### config.mk
export PLATFORM = sky130hd
export DESIGN_NAME = vec_loader_flat
export DESIGN_NICKNAME = d
export VERILOG_FILES = /design/src/rtl/vec_loader_if.sv /design/src/rtl/vec_loader.sv /design/src/flat_wrapper.sv
export SDC_FILE = /design/constraint.sdc
export NUM_CORES = 2
export LEC_CHECK = 0
export ABC_CLOCK_PERIOD_IN_PS = 93800
export CORE_AREA = 2 2 444 446
export DETAILED_ROUTE_END_ITERATION = 8
export DIE_AREA = 0 0 446 448
export SYNTH_ARGS = -nofsm -noshare
export SYNTH_HDL_FRONTEND = slang
export SYNTH_SLANG_ARGS = --single-unit
### constraint.sdc
create_clock -name clk -period 93.8 [get_ports clk]
set_clock_uncertainty 0.05 [all_clocks]
set_input_delay 23.45 -clock clk [delete_from_list [all_inputs] [get_ports clk]]
set_output_delay 23.45 -clock clk [all_outputs]
set_load 0.01 [all_outputs]
### src/rtl/vec_loader_if.sv
// Bus bundle between the word-stream source, the vector loader and the vector RAM.
// The slave modport is the loader's view: it takes stream words and awready,
// and drives s_ready plus the aw/w write request.
interface vec_loader_if #(
   parameter int DATA_WIDTH = 1100,
   parameter int WORD_WIDTH = 32,
   parameter int ADDR_WIDTH = 6
) ();
   logic                  s_valid;
   logic                  s_ready;
   logic [WORD_WIDTH-1:0] s_data;
   logic                  s_last;
   logic                  awvalid;
   logic                  awready;
   logic [ADDR_WIDTH-1:0] awaddr;
   logic [DATA_WIDTH-1:0] wdata;

   // Loader side
   modport slave (
      input  s_valid, s_data, s_last, awready,
      output s_ready, awvalid, awaddr, wdata
   );

   // Stream source / RAM side
   modport master (
      output s_valid, s_data, s_last, awready,
      input  s_ready, awvalid, awaddr, wdata
   );
endinterface

### src/rtl/vec_loader.sv
// Vector loader: packs WPV stream words (LSB-first) into one DATA_WIDTH vector and
// writes VEC_NUM such vectors to sequential RAM addresses over an aw/w handshake.
module vec_loader #(
   parameter int DATA_WIDTH = 1100,
   parameter int WORD_WIDTH = 32,
   parameter int VEC_NUM    = 49,
   parameter int ADDR_WIDTH = 6
) (
   input  logic          clk,
   input  logic          rst,
   input  logic          start,
   vec_loader_if.slave   bus,
   output logic          busy,
   output logic          done,
   output logic          frame_err
);

   localparam int WPV       = (DATA_WIDTH + WORD_WIDTH - 1) / WORD_WIDTH;
   localparam int LAST_BITS = DATA_WIDTH - (WPV - 1) * WORD_WIDTH;
   localparam int CNT_W     = (WPV > 1) ? $clog2(WPV) : 1;

   typedef enum logic [1:0] {IDLE, FILL, WRITE, DONE} state_t;

   state_t                state_q, state_d;
   logic [CNT_W-1:0]      word_cnt_q;
   logic [ADDR_WIDTH-1:0] vec_cnt_q;
   logic [DATA_WIDTH-1:0] wdata_q, wdata_d;
   logic                  frame_err_q;

   logic beat;       // stream word accepted this cycle
   logic last_word;  // current word completes the vector
   logic aw_hs;      // write request accepted this cycle
   logic last_vec;   // current vector is the final one of the load
   logic start_ok;   // start honoured (only from IDLE)
   logic clear_vec;  // begin a fresh vector in the packing register

   assign beat      = (state_q == FILL) && bus.s_valid;
   assign last_word = (word_cnt_q == CNT_W'(WPV - 1));
   assign aw_hs     = (state_q == WRITE) && bus.awready;
   assign last_vec  = (vec_cnt_q == ADDR_WIDTH'(VEC_NUM - 1));
   assign start_ok  = (state_q == IDLE) && start;
   assign clear_vec = start_ok || (aw_hs && !last_vec);

   // Packing lanes: each word lands in its own slice; the final lane keeps only
   // the low LAST_BITS of the word so nothing is written above DATA_WIDTH.
   for (genvar gi = 0; gi < WPV; gi++) begin : g_lane
      localparam int LO = gi * WORD_WIDTH;
      localparam int W  = (gi == WPV - 1) ? LAST_BITS : WORD_WIDTH;
      logic lane_we;
      assign lane_we = beat && (word_cnt_q == CNT_W'(gi));
      assign wdata_d[LO +: W] = clear_vec ? '0 :
                                lane_we   ? bus.s_data[W-1:0] :
                                            wdata_q[LO +: W];
   end

   // State register
   always_ff @(posedge clk or posedge rst) begin
      if (rst) state_q <= IDLE;
      else     state_q <= state_d;
   end

   // Next-state logic
   always_comb begin
      state_d = state_q;
      case (state_q)
         IDLE:    if (start) state_d = FILL;
         FILL:    if (beat && last_word) state_d = WRITE;
         WRITE:   if (aw_hs) state_d = last_vec ? DONE : FILL;
         DONE:    state_d = IDLE;
         default: state_d = IDLE;
      endcase
   end

   // Outputs decoded from the current state
   always_comb begin
      bus.s_ready = (state_q == FILL);
      bus.awvalid = (state_q == WRITE);
      bus.awaddr  = (state_q == WRITE) ? vec_cnt_q : '0;
      bus.wdata   = wdata_q;
      busy        = (state_q != IDLE);
      done        = (state_q == DONE);
      frame_err   = frame_err_q;
   end

   // Packing register; held untouched while a write request is pending
   always_ff @(posedge clk or posedge rst) begin
      if (rst) wdata_q <= '0;
      else     wdata_q <= wdata_d;
   end

   // Word and vector counters
   always_ff @(posedge clk or posedge rst) begin
      if (rst) begin
         word_cnt_q <= '0;
         vec_cnt_q  <= '0;
      end else if (start_ok) begin
         word_cnt_q <= '0;
         vec_cnt_q  <= '0;
      end else begin
         if (beat) word_cnt_q <= last_word ? '0 : word_cnt_q + 1'b1;
         if (aw_hs && !last_vec) vec_cnt_q <= vec_cnt_q + 1'b1;
         if (state_q == DONE) vec_cnt_q <= '0;
      end
   end

   // Sticky framing check: s_last must coincide exactly with the counted last word
   always_ff @(posedge clk or posedge rst) begin
      if (rst)                                 frame_err_q <= 1'b0;
      else if (start_ok)                       frame_err_q <= 1'b0;
      else if (beat && (bus.s_last != last_word)) frame_err_q <= 1'b1;
   end

endmodule
### src/flat_wrapper.sv
// flat-port wrapper written by rule: the top's interface ports become plain ports
module vec_loader_flat 
#(
   parameter int DATA_WIDTH = 1100,
   parameter int WORD_WIDTH = 32,
   parameter int VEC_NUM    = 49,
   parameter int ADDR_WIDTH = 6
)
  (clk, rst, start, busy, done, frame_err, bus_s_valid, bus_s_data, bus_s_last, bus_awready, bus_s_ready, bus_awvalid, bus_awaddr, bus_wdata);
  vec_loader_if #(.DATA_WIDTH(DATA_WIDTH), .WORD_WIDTH(WORD_WIDTH), .ADDR_WIDTH(ADDR_WIDTH)) bus_i ();
  input  logic clk;
  input  logic rst;
  input  logic start;
  output logic busy;
  output logic done;
  output logic frame_err;
  input wire logic [$bits(bus_i.s_valid)-1:0] bus_s_valid;
  input wire logic [$bits(bus_i.s_data)-1:0] bus_s_data;
  input wire logic [$bits(bus_i.s_last)-1:0] bus_s_last;
  input wire logic [$bits(bus_i.awready)-1:0] bus_awready;
  output wire logic [$bits(bus_i.s_ready)-1:0] bus_s_ready;
  output wire logic [$bits(bus_i.awvalid)-1:0] bus_awvalid;
  output wire logic [$bits(bus_i.awaddr)-1:0] bus_awaddr;
  output wire logic [$bits(bus_i.wdata)-1:0] bus_wdata;
  assign bus_i.s_valid = bus_s_valid;
  assign bus_i.s_data = bus_s_data;
  assign bus_i.s_last = bus_s_last;
  assign bus_i.awready = bus_awready;
  assign bus_s_ready = bus_i.s_ready;
  assign bus_awvalid = bus_i.awvalid;
  assign bus_awaddr = bus_i.awaddr;
  assign bus_wdata = bus_i.wdata;
  vec_loader #(.DATA_WIDTH(DATA_WIDTH), .WORD_WIDTH(WORD_WIDTH), .VEC_NUM(VEC_NUM), .ADDR_WIDTH(ADDR_WIDTH)) u_core (.clk(clk), .rst(rst), .start(start), .bus(bus_i), .busy(busy), .done(done), .frame_err(frame_err));
endmodule
==> results.toml <==
[placement]
finalWeightedCongestion = 0.8360
place_hpwl_um = 153800
port_buffers = 1148

[global_route]
grt_pass1_vias = 49370
grt_start_max_net_pins = 219
track_usage_pct = 25.53
antenna_found_initial = 11
grt_pass1_wl_um = 376500
grt_overflow = 0

[power]
leakagePower_nw = 25.08
p_sw_mw = 0.5895
power.density_nw_per_um2 = 21.58
sequentialPowerShare_pct = 35.5
p_int_mw = 0.9011
combPwrFrac_pct = 29.1
swShare_pct = 39.55
clockPowerShare_pct = 35.4
ir_drop_mv = 0.01719

[setup_path]
cp_data_arrival_time_ps = 29740
crit_fanout = 97
cp_cell_sequence = "clkdlybuf4s50_1 > nand3b_1 > a21oi_4 > buf_4 > buf_4 > buf_4 > buf_4 > buf_4 > a211oi_1"
critPathCaptureType = "flop"
startpoint_type = "input pin"
worstPathRequired_ps = 94340
cp_slowest_stage_delay_ps = 970
rr_worst_depth = 8
path_common_cell = "buf_4"
critPathSlowestCell = "buf_4"
path_class = "in2reg"

[detailed_routing]
drc = 0
first_pass_iters = 8
dr_wl_met3_um = 26140
wl_met1_um = 99360
vias = 52190
wire_per_inst_um = 31.02
vias_per_cell = 6.044
drt_iter0_markers = 7218
ant_nets = 0
routed_wl_um = 267900
met2_length_um = 123500
top_layer_used = "met4"

[sta]
setup_tns_ps = 0
setup_viol = 0
max_freq_mhz = 34.25
tightest_slew_ps = 1379
period_share_pct = 31.13
hold_ws_ps = 491.7
slew_headroom_pct = 8.078
maxSlewViolCount = 0
min_period_ps = 29200
grt_setup_unrepaired = "false"
hold_violations = 0

[yosys]
yosysTopAreaCellShare_pct = 53.26
yosysWarnings = 0
synth_cells = 5468
ys_types = 45
synth.avg_cell_area_um2 = 9.581
syn_nets = 5512
yosysSeqAreaShare_pct = 53.26
synth_area_leader_cell = "dfrtp_1"
synth_edf_count = 0
ys_seq_elements = 1115
synthTopCellsByArea = "dfrtp_1 53%, a211oi_1 16%, nand3_1 9.9%"
synth-main-ff-cell = "dfrtp_1"
async_flop_share_pct = 100.0
netlist_area_um2 = 52390

[clocking]
cts_resized = 0
cts_buffers = 132
h-tree-depth = 4
cts_hold_buffers = 0
cts.clk_slew.worst_paths_ps = 60
post_cts_buffers = 0
clk_latency_ps = 790
cts_sinks = 1115
cts_root_buf = "clkbuf_16"
clk_path_buf_depth = 3
cts_tree = "yes"

[cells_and_area]
syn2layout_area_growth_pct = 31.85
nFillCells = 19370
layout-drive-gt1-share_pct = 6.673
fin_nets = 6027

[flow_run]
max_cap_violations = 0

[die]
rows = 162
ios = 1149
core_um2 = 194600
die_width_um = 446
die_area_um2 = 199800
initial_core_util_pct = 26.92
die_height_um = 448

[worst_hold_path]
hold_class = "reg2reg"
min_delay_path_depth = 2

[outcome]
status = "finished, final reports clean"
==> routing by layer <==
| metal | vias up | global-route usage [%] |
|---|---|---|
| li1 | 21600 | - |
| met1 | 26670 | 31.48 |
| met2 | 3192 | 39.32 |
| met3 | 736 | 7.165 |
| met4 | 0 | 16.20 |
| met5 | - | 0 |
==> state kept, by name, indices dropped and copies added (netlist names) <==
signal	count
u_core.word_cnt_q	6
u_core.bus.wdata	1100
u_core.state_q	2
u_core.frame_err	1
u_core.vec_cnt_q	6
==> power groups by stage <==
stage                     Sequential (mW)  Clock (mW)  Combinational (mW)
final                               0.529       0.527               0.434
after global routing                0.532       0.552               0.455
after CTS                           0.528       0.532               0.427
after detailed placement            0.537           0               0.426
after global placement              0.536           0               0.422
after floorplan                     0.541           0               0.251
==> path summary, 6_finish.rpt <==
| kind | startpoint | to | slack, ps |
|---|---|---|---|
| max | bus_awready | u_core.bus.wdata[364] | 64600 |
| max reg2reg | u_core.state_q[0] | u_core.bus.wdata[364] | 87060 |
| min reg2reg | u_core.bus.wdata[1080] | u_core.bus.wdata[1080] | 490 |
| min | u_core.bus.wdata[1080] | u_core.bus.wdata[1080] | 490 |
| max in group asynchronous | rst | u_core.bus.wdata[679] | 66900 |
| min in group asynchronous | rst | u_core.bus.wdata[84] | 23130 |
==> layout make-up <==
cell class | instances | area (um2) | area share (%)
diodes | 9 | 22.52 | 0.03260
clock buffers | 202 | 3961 | 5.735
clock inverters | 33 | 425.4 | 0.6159
inverters | 12 | 52.55 | 0.07608
multi-input cells | 3443 | 21000 | 30.41
flip-flops and latches | 1115 | 27910 | 40.41
well taps | 2542 | 3181 | 4.604
repair buffers | 1279 | 12520 | 18.12
==> cells by family after synthesis <==
logic type	after synthesis	synth area share, %
AOI/OAI and AO/OA	2226	26.95
adders and majority gates	6	0.1433
buffers and inverters	910	7.150
DFF	1115	53.26
muxes	2	0.04060
and+or+nand+nor	1209	12.46
==> cells in the mapped netlist, types with 3 or more instances <==
cell type  number
and2_1          6
buf_4          12
inv_1          12
ha_1            6
nor4b_2         3
nor4bb_1       10
nand2_1        10
a211oi_1     1101
a21oi_1         7
nand4bb_1      13
buf_1          74
nand4_1        68
and4b_1        14
or3_1           4
and4_1          4
buf_2         226
and4bb_2        4
nand3_1      1041
o21ai_1       105
or4b_1          5
nand4b_1       14
o31ai_1        79
o21ai_0       924
clkbuf_1      584
dfrtp_1      1115
==> cells in the final DEF, fill, tap and decap left out, types with 5 or more instances in the layout <==
cell                n
nand4bb_2           5
nand2_1            10
nand4b_1           14
clkbuf_1           35
o21ai_0           924
and4b_1            11
nand4bb_1           7
buf_4             152
o31ai_1            79
clkdlybuf4s50_1  1116
clkbuf_8           31
a21oi_1             6
nand4_1            68
and2_1              6
nor4bb_4           10
clkinv_2           13
inv_1              11
clkbuf_16         136
nand3_1          1041
diode_2             9
buf_12             10
a211oi_1         1101
o21ai_1           105
dfrtp_1          1112
==> critical path, delay by kind of cell <==
kind	cells	cell delay, ps
buf+inv	6	4960
compound gates	2	820
simple gates	1	220
==> stage by stage <==
stage | area, um2 | power [mW] | std cells | setup slack [ps] | utilization [%]
after global placement | 64670 | 0.9589 | 8391 | 64150 | 33.23
after detailed placement | 64670 | 0.9632 | 8391 | 64080 | 33.23
final | 69080 | 1.491 | 8635 | 64600 | 35.50
after global routing | 69060 | 1.538 | 8629 | 64390 | 35.49
after CTS | 69050 | 1.487 | 8626 | 64910 | 35.49
after floorplan | 52390 | 0.7917 | 5468 | 38900 | -
(Power assumes the default switching activity.)
